<file path="config.mk">
export PLATFORM = sky130hd
export DESIGN_NAME = fetch_queue_flat
export DESIGN_NICKNAME = d
export VERILOG_FILES = /design/src/rtl/fetch_queue_pkg.sv /design/src/rtl/fetch_queue_if.sv /design/src/rtl/fetch_queue.sv /design/src/flat_wrapper.sv
export SDC_FILE = /design/constraint.sdc
export NUM_CORES = 1
export LEC_CHECK = 0
export CELL_PAD_IN_SITES_DETAIL_PLACEMENT = 1
export CELL_PAD_IN_SITES_GLOBAL_PLACEMENT = 1
export CORE_UTILIZATION = 47
export DETAILED_ROUTE_END_ITERATION = 7
export PLACE_DENSITY_LB_ADDON = 0.25
export SYNTH_ARGS = -nofsm -noshare
export SYNTH_HDL_FRONTEND = slang
export SYNTH_SLANG_ARGS = --single-unit
</file>
<file path="constraint.sdc">
create_clock -name clk -period 3.5 [get_ports clk]
set_input_delay 0.7 -clock clk [delete_from_list [all_inputs] [get_ports clk]]
set_output_delay 0.7 -clock clk [all_outputs]
set_load 0.005 [all_outputs]
</file>
<file path="src/rtl/fetch_queue_pkg.sv">
// ---------------------------------------------------------------------------
// fetch_queue_pkg
// Shared pipeline definitions used by fetch, IF/ID, the stall unit and the
// instruction prefetch queue.
//   FQ_INSTR_W / FQ_PC_W : default instruction and next-PC widths
//   NOP_INSTR            : instruction presented when nothing is valid
//   fq_op_e              : per-cycle storage operation (store / read)
// ---------------------------------------------------------------------------
package fetch_queue_pkg;

  localparam int unsigned FQ_INSTR_W = 32;
  localparam int unsigned FQ_PC_W    = 32;

  localparam logic [31:0] NOP_INSTR  = 32'h0000_0000;

  // Encoded as {store, read} so it can be built directly from the two strobes.
  typedef enum logic [1:0] {
    FQ_HOLD = 2'b00,
    FQ_READ = 2'b01,
    FQ_STORE = 2'b10,
    FQ_BOTH = 2'b11
  } fq_op_e;

endpackage : fetch_queue_pkg

</file>
<file path="src/rtl/fetch_queue_if.sv">
// ---------------------------------------------------------------------------
// fetch_queue_if
// Handshake bundle between the fetch stage (producer), the IF/ID register
// (consumer) and the prefetch queue.
//   in_valid/in_ready/in_instr/in_pc    : fetch -> queue push side
//   out_valid/out_ready/out_instr/out_pc: queue -> IF/ID pop side
//   flush                               : taken branch in decode
//   count                               : queue occupancy
// Modports: master = fetch/IF-ID side, slave = the queue itself.
// ---------------------------------------------------------------------------
interface fetch_queue_if #(
  parameter int DEPTH   = 4,
  parameter int INSTR_W = 32,
  parameter int PC_W    = 32
);

  localparam int CNT_W = $clog2(DEPTH) + 1;

  logic               in_valid;
  logic               in_ready;
  logic [INSTR_W-1:0] in_instr;
  logic [PC_W-1:0]    in_pc;
  logic               out_valid;
  logic               out_ready;
  logic [INSTR_W-1:0] out_instr;
  logic [PC_W-1:0]    out_pc;
  logic               flush;
  logic [CNT_W-1:0]   count;

  modport master (
    output in_valid, in_instr, in_pc, out_ready, flush,
    input  in_ready, out_valid, out_instr, out_pc, count
  );

  modport slave (
    input  in_valid, in_instr, in_pc, out_ready, flush,
    output in_ready, out_valid, out_instr, out_pc, count
  );

endinterface : fetch_queue_if

</file>
<file path="src/rtl/fetch_queue.sv">
// ---------------------------------------------------------------------------
// fetch_queue
// Instruction prefetch queue between fetch and the IF/ID register. Buffers
// instruction/next-PC pairs while decode is stalled and drops everything on
// a taken-branch flush. Circular buffer with write/read pointers and an
// explicit occupancy counter.
//
// Ports:
//   clk   : rising-edge clock
//   reset : asynchronous, active-high reset
//   fq    : fetch_queue_if.slave handshake bundle (push, pop, flush, count)
//
// Build option:
//   FETCH_QUEUE_BYPASS_EN : when defined, an empty queue forwards in_* to
//                           out_* combinationally; a bypassed entry taken in
//                           the same cycle is never stored.
//   Undefined (default)   : out_* and in_ready depend on registers only.
// ---------------------------------------------------------------------------
module fetch_queue
  import fetch_queue_pkg::*;
#(
  parameter int DEPTH   = 4,
  parameter int INSTR_W = FQ_INSTR_W,
  parameter int PC_W    = FQ_PC_W
) (
  input logic        clk,
  input logic        reset,
  fetch_queue_if.slave fq
);

  localparam int PTR_W = $clog2(DEPTH);
  localparam int CNT_W = PTR_W + 1;

  localparam logic [CNT_W-1:0]   FULL_CNT = CNT_W'(DEPTH);
  localparam logic [CNT_W-1:0]   CNT_ONE  = CNT_W'(1);
  localparam logic [PTR_W-1:0]   PTR_ONE  = PTR_W'(1);
  localparam logic [INSTR_W-1:0] NOP_W    = INSTR_W'(NOP_INSTR);

  logic [INSTR_W-1:0] r_instr [DEPTH];
  logic [PC_W-1:0]    r_pc    [DEPTH];
  logic [PTR_W-1:0]   r_wp;
  logic [PTR_W-1:0]   r_rp;
  logic [CNT_W-1:0]   r_count;

  logic   w_empty;
  logic   w_full;
  logic   w_bypass;
  logic   w_valid;
  logic   w_push;
  logic   w_take;
  logic   w_store;
  logic   w_read;
  fq_op_e w_op;

  // Bypass qualifier: only an empty, non-flushed queue may forward.
`ifdef FETCH_QUEUE_BYPASS_EN
  assign w_bypass = w_empty & fq.in_valid & ~fq.flush;
`else
  assign w_bypass = 1'b0;
`endif

  // Occupancy flags and handshake strobes.
  always_comb begin
    w_empty = (r_count == {CNT_W{1'b0}});
    w_full  = (r_count == FULL_CNT);
    w_valid = w_bypass | ~w_empty;
    // No pass-through when full: a same-cycle pop does not free a slot.
    w_push  = fq.in_valid & ~w_full;
    w_take  = w_valid & fq.out_ready;
    // A bypassed entry consumed this cycle never touches storage.
    w_store = w_push & ~(w_bypass & fq.out_ready);
    w_read  = w_take & ~w_bypass;
    w_op    = fq_op_e'({w_store, w_read});
  end

  // Output presentation: bypass data, head entry, or NOP/zero when idle.
  always_comb begin
    fq.in_ready = ~w_full;
    fq.count    = r_count;
    fq.out_valid = w_valid;
    if (w_bypass) begin
      fq.out_instr = fq.in_instr;
      fq.out_pc    = fq.in_pc;
    end else if (!w_empty) begin
      fq.out_instr = r_instr[r_rp];
      fq.out_pc    = r_pc[r_rp];
    end else begin
      fq.out_instr = NOP_W;
      fq.out_pc    = {PC_W{1'b0}};
    end
  end

  // Pointer and occupancy state; flush overrides any push/pop in its cycle.
  always_ff @(posedge clk or posedge reset) begin
    if (reset) begin
      r_wp    <= {PTR_W{1'b0}};
      r_rp    <= {PTR_W{1'b0}};
      r_count <= {CNT_W{1'b0}};
    end else if (fq.flush) begin
      r_wp    <= {PTR_W{1'b0}};
      r_rp    <= {PTR_W{1'b0}};
      r_count <= {CNT_W{1'b0}};
    end else begin
      // Pointers wrap naturally since DEPTH is a power of two.
      if (w_store) begin
        r_wp <= r_wp + PTR_ONE;
      end
      if (w_read) begin
        r_rp <= r_rp + PTR_ONE;
      end
      case (w_op)
        FQ_STORE: r_count <= r_count + CNT_ONE;
        FQ_READ:  r_count <= r_count - CNT_ONE;
        default:  r_count <= r_count;
      endcase
    end
  end

  // Entry storage; contents are only observed through r_count-gated reads.
  always_ff @(posedge clk) begin
    if (w_store && !fq.flush) begin
      r_instr[r_wp] <= fq.in_instr;
      r_pc[r_wp]    <= fq.in_pc;
    end
  end

endmodule : fetch_queue

</file>
<file path="src/flat_wrapper.sv">
// flat-port wrapper written by rule: the top's interface ports become plain ports
module fetch_queue_flat import fetch_queue_pkg::*;
#(
  parameter int DEPTH   = 4,
  parameter int INSTR_W = FQ_INSTR_W,
  parameter int PC_W    = FQ_PC_W
)
  (clk, reset, fq_in_valid, fq_in_instr, fq_in_pc, fq_out_ready, fq_flush, fq_in_ready, fq_out_valid, fq_out_instr, fq_out_pc, fq_count);
  fetch_queue_if #(.DEPTH(DEPTH), .INSTR_W(INSTR_W), .PC_W(PC_W)) fq_i ();
  input logic clk;
  input logic reset;
  input wire logic [$bits(fq_i.in_valid)-1:0] fq_in_valid;
  input wire logic [$bits(fq_i.in_instr)-1:0] fq_in_instr;
  input wire logic [$bits(fq_i.in_pc)-1:0] fq_in_pc;
  input wire logic [$bits(fq_i.out_ready)-1:0] fq_out_ready;
  input wire logic [$bits(fq_i.flush)-1:0] fq_flush;
  output wire logic [$bits(fq_i.in_ready)-1:0] fq_in_ready;
  output wire logic [$bits(fq_i.out_valid)-1:0] fq_out_valid;
  output wire logic [$bits(fq_i.out_instr)-1:0] fq_out_instr;
  output wire logic [$bits(fq_i.out_pc)-1:0] fq_out_pc;
  output wire logic [$bits(fq_i.count)-1:0] fq_count;
  assign fq_i.in_valid = fq_in_valid;
  assign fq_i.in_instr = fq_in_instr;
  assign fq_i.in_pc = fq_in_pc;
  assign fq_i.out_ready = fq_out_ready;
  assign fq_i.flush = fq_flush;
  assign fq_in_ready = fq_i.in_ready;
  assign fq_out_valid = fq_i.out_valid;
  assign fq_out_instr = fq_i.out_instr;
  assign fq_out_pc = fq_i.out_pc;
  assign fq_count = fq_i.count;
  fetch_queue #(.DEPTH(DEPTH), .INSTR_W(INSTR_W), .PC_W(PC_W)) u_core (.clk(clk), .reset(reset), .fq(fq_i));
endmodule
</file>
* After elaboration in Yosys (flattened, before gate mapping) *
Memory sizes are Yosys's and may differ from the RTL's.
Cells that the tools add are included.

storage, ports and cells
  register bits after elaboration = 7
  bits in writable memories = 256
  memories = 2
  input bits = 69

memories
  name            words  bits a word  read ports  clocked after memory_dff  write ports  line               RTL
  u_core.r_instr  4      32           1           0                         1            fetch_queue.sv:39  logic [INSTR_W-1:0] r_instr [DEPTH];
  u_core.r_pc     4      32           1           0                         1            fetch_queue.sv:40  logic [PC_W-1:0] r_pc [DEPTH];

cells by class
  reduce and logical (&&, ||, !) cells = 6
  equality and inequality tests = 3
  muxes and demuxes = 10
  $add $sub $neg = 4
  bitwise gates (word level) = 4

operators with widths
  kind                 number
  $mux 32              2
  $mux 2               4
  $pmux 3 s2           1
  $add 2x1->2 const B  2
  $reduce_bool 2->1    2
  $add 3x1->3 const B  1
  $eq 3x3->1 const B   1
  $logic_not 3->1      1
  $mux 3               1
  $reduce_bool 3->1    1
  $sub 3x1->3 const B  1
  $and 1x1->1          2
  $eq 2x1->1 const B   1
  $eq 2x2->1 const B   1
  $mux 1               2
  $not 1->1            2
  $logic_and 1x1->1    1
  $logic_not 1->1      1

* Longest topological paths before layout *
  depth in word-level cells = 6
  depth in mapped cells = 9

* Worst setup path after synthesis *
OpenSTA, ideal clock, no wires.

  path kind = input to register
  from = input fq_in_valid
  to = memory u_core.r_instr[0][0] (enable)
  data arrival time = 2.791 ns
  slack = 0.280 ns
  library setup time = 0.429 ns
  cell stages on the path = 4
  buffers on the path = 1
  cells stage by stage = clkbuf_1 -> nand2_1 -> nor2_1 -> and2_1

on the way
  longest elaborated chain between the ends = 4

RTL lines
  item                          line                RTL
  start: declaration            flat_wrapper.sv:12  input wire logic [$bits(fq_i.in_valid)-1:0] fq_in_valid;
  $and 1x1->1                   fetch_queue.sv:68   w_push = fq.in_valid & ~w_full;
  $logic_and 1x1->1             fetch_queue.sv:121  if (w_store && !fq.flush) begin
  $mux 1                        fetch_queue.sv:121
  $mux 1 (implied by the code)  fetch_queue.sv:122  r_instr[r_wp] <= fq.in_instr;
  end: declaration              fetch_queue.sv:39

Every way passes these cells.

* Final worst setup path *
  from = register u_core.r_count[1] (netlist: u_core.fq.count[1])
  to = output fq_out_instr[30]

on the way
  longest elaborated chain between the ends = 2

RTL lines
  item                      line                RTL
  start: declaration        fetch_queue.sv:43   logic [CNT_W-1:0] r_count;
  start signal: assignment  fetch_queue.sv:98   r_count <= {CNT_W{1'b0}};
  start signal: assignment  fetch_queue.sv:102  r_count <= {CNT_W{1'b0}};
  start signal: assignment  fetch_queue.sv:112  FQ_STORE: r_count <= r_count + CNT_ONE;
  $logic_not 3->1           fetch_queue.sv:64   w_empty = (r_count == {CNT_W{1'b0}});
  $mux 32                   fetch_queue.sv:84   end else if (!w_empty) begin
  end: declaration          flat_wrapper.sv:19  output wire logic [$bits(fq_i.out_instr)-1:0] fq_out_instr;

Every way passes these cells.

==> flow_summary.ini <==
[yosys]
synth_area_leaders = edfxtp_1, mux4_2, and2_1
ys_ff_latch = 263
synthArstFlopShare_pct = 2.66
synthesis.nets = 543
syn-mean-instance-area_um2 = 21.7
yosys.area.top_type = edfxtp_1
yosysSeqAreaShare_pct = 77.1
yosys_warnings = 0
ys.flop_type = edfxtp_1
yosysTopAreaCellShare_pct = 75.4
synth_area_um2 = 10200
synth_cells = 469
synth_cell_types = 29
synth_edf_count = 256

[sta]
fmax_mhz = 307
worst_pin_slew_ns = 0.608
slew_headroom_pct = 59.5
drv_slew = 0
period_needed_ns = 3.25
skew_ns = 0.00509
finalCritPeriodShare_pct = 92.9
rsz0062_at_grt = no
finalSetupViolations = 0
finalSetupTns_ns = 0
hold_viol = 0

[clock_tree]
root_buffer = clkbuf_16
post_cts_resized = 0
hold_buffers = 0
cts_buffers = 26
clock-sinks = 263
cts.clk_slew.worst_paths_ns = 0.06
htreeDepth = 1
cts_tree = done
cts_setup_buffers = 0
clkLatencyLatePin_ns = 0.51
clockBufferDepth = 3

[detailed_routing]
vias_per_cell = 5.40
num_vias = 4942
totalWireLength_um = 20300
drt_iter0_drc = 209
drc = 0
post_drt_wl_per_cell_um = 22.1
first_pass_iters = 4
ant_nets = 0

[setup_path]
critPathRequiredTime_ns = 2.80
reg2reg_slack_ns = 0.94
r2r_start = u_core.fq.count[1]
rr_worst_depth = 9
worstSetupPathType = reg -> out
arrival_ns = 2.55
r2r-end = u_core.fq.count[2]
worstSetupStartpointType = flip-flop
cp_max_fo = 67
cp-end-kind = primary output

[power_and_ir_drop]
power.density_nw_per_um2 = 597
combPwrFrac_pct = 17.7
p_sw_share_pct = 22.3
p_leak_nw = 4.06
p_clk_share_pct = 34.6
ir_drop_v = 0.000392
pwr-share-seq_pct = 47.7
p_sw_w = 0.00170
p_int_w = 0.00593

[worst_hold_path]
min-delay-path-class = in -> async

[placement]
portBuffers = 137
post-dp-hpwl_um = 12200
gp_congestion = 0.684

[global_routing]
grt_overflow = 0
grt_pass1_vias = 5478
antenna_found_initial = 1
grt_pass1_wl_um = 31400
grt.total_usage_pct = 19.0
grt_max_degree = 68

[die]
die_y_um = 149
die_area_um2 = 22300
fp.coreArea_um2 = 21200
fp-row-count = 53
die_w_um = 149
io_pins = 138
initial_core_util_pct = 48.2

[run_status]
status = completed

[cells_and_area]
areaGrowthSynthToFinish_pct = 25.5
fin_util_pct = 60.4
fill_cells = 1782
final_nets = 696
layout_common_cells = edfxtp_1, clkdlybuf4s50_1, mux4_2, and2_1, clkbuf_16
layout_commonest_cell = edfxtp_1
diodes = 0
drive_above_1_share_pct = 18.6

[job]
maxCapViolCount = 0
==> power groups by stage <==
stage | clock network, W | logic (W) | registers (W)
2_1_floorplan | 0 | 0.000702 | 0.00369
3_3_place_gp | 0 | 0.00135 | 0.00370
3_5_place_dp | 0 | 0.00138 | 0.00371
4_1_cts | 0.00270 | 0.00139 | 0.00364
5_1_grt | 0.00281 | 0.00147 | 0.00365
6_report | 0.00264 | 0.00135 | 0.00364
==> worst max-delay path, stage by stage (launching register included) <==
cell	delay [ns]
dfrtp_1	0.48
or3_2	0.50
buf_4	0.33
and2_1	0.26
clkdlybuf4s50_1	0.45
==> Yosys cell counts (all sizes together), types with 2 or more instances <==
master / count
edfxtp: 256
and2: 68
mux4: 64
buf: 14
clkbuf: 10
nor2: 9
dfrtp: 7
nand2: 6
ha: 4
nand3: 4
a21oi: 3
inv: 3
o21ai: 3
nor3: 2
or3: 2
or3b: 2
xnor2: 2
xor2: 2
==> stage by stage <==
stage               setup WS, ns  area, um2  hold slack [ns]  total power [W]  cells
floorplan                  0.280      10200            0.503          0.00439    469
global placement           0.671      12000            0.563          0.00504    869
detailed placement         0.584      12000            0.592          0.00509    869
CTS                        0.191      12800            0.440          0.00774    916
global route               0.107      12800            0.473          0.00794    916
finish                     0.247      12800            0.442          0.00763    916
==> area by class of cell <==
type	count	area (um2)	share of cell area (%)
flip-flops and latches	263	7870	61.5
multi-input cells	179	2190	17.1
repair buffers	149	1560	12.2
clock buffers	32	694	5.43
well taps	275	344	2.69
clock inverters	15	120	0.939
inverters	3	11.3	0.0881
==> kinds of logic after synthesis <==
logic type / share of synthesized area (%)
adder cells (fa/ha/maj): 0.687
multiplexers: 14.3
AO/OA/AOI/OAI: 0.528
flip-flops: 77.1
XOR/XNOR: 0.344
AND/OR/NAND/NOR: 5.52
buffers and inverters: 1.52
==> worst max-delay path by stage <==
stage                            to  depth (start not counted)                from
2_1_floorplan  u_core.r_instr[0][0]                          4         fq_in_valid
3_3_place_gp     u_core.r_pc[0][10]                          5         fq_in_valid
3_5_place_dp     u_core.r_pc[0][10]                          5         fq_in_valid
4_1_cts            fq_out_instr[12]                          4  u_core.fq.count[1]
5_1_grt            fq_out_instr[12]                          4  u_core.fq.count[0]
6_report           fq_out_instr[30]                          4  u_core.fq.count[1]
==> per-layer routing <==
metal	global-route usage (%)	part of all wire [%]	up-vias
met3	3.94	5.8	26
met1	25.6	43	2576
met4	4.49	1.6	2
li1	-	-	2200
met2	31.9	50	138
met5	0	0.084	-
==> registers in the layout, summed over array words and instances, names as in the netlist <==
register         flops
u_core.r_rp          2
u_core.r_pc        128
u_core.r_wp          2
u_core.r_instr     128
u_core.fq.count      3
(Power assumes the default switching activity.)
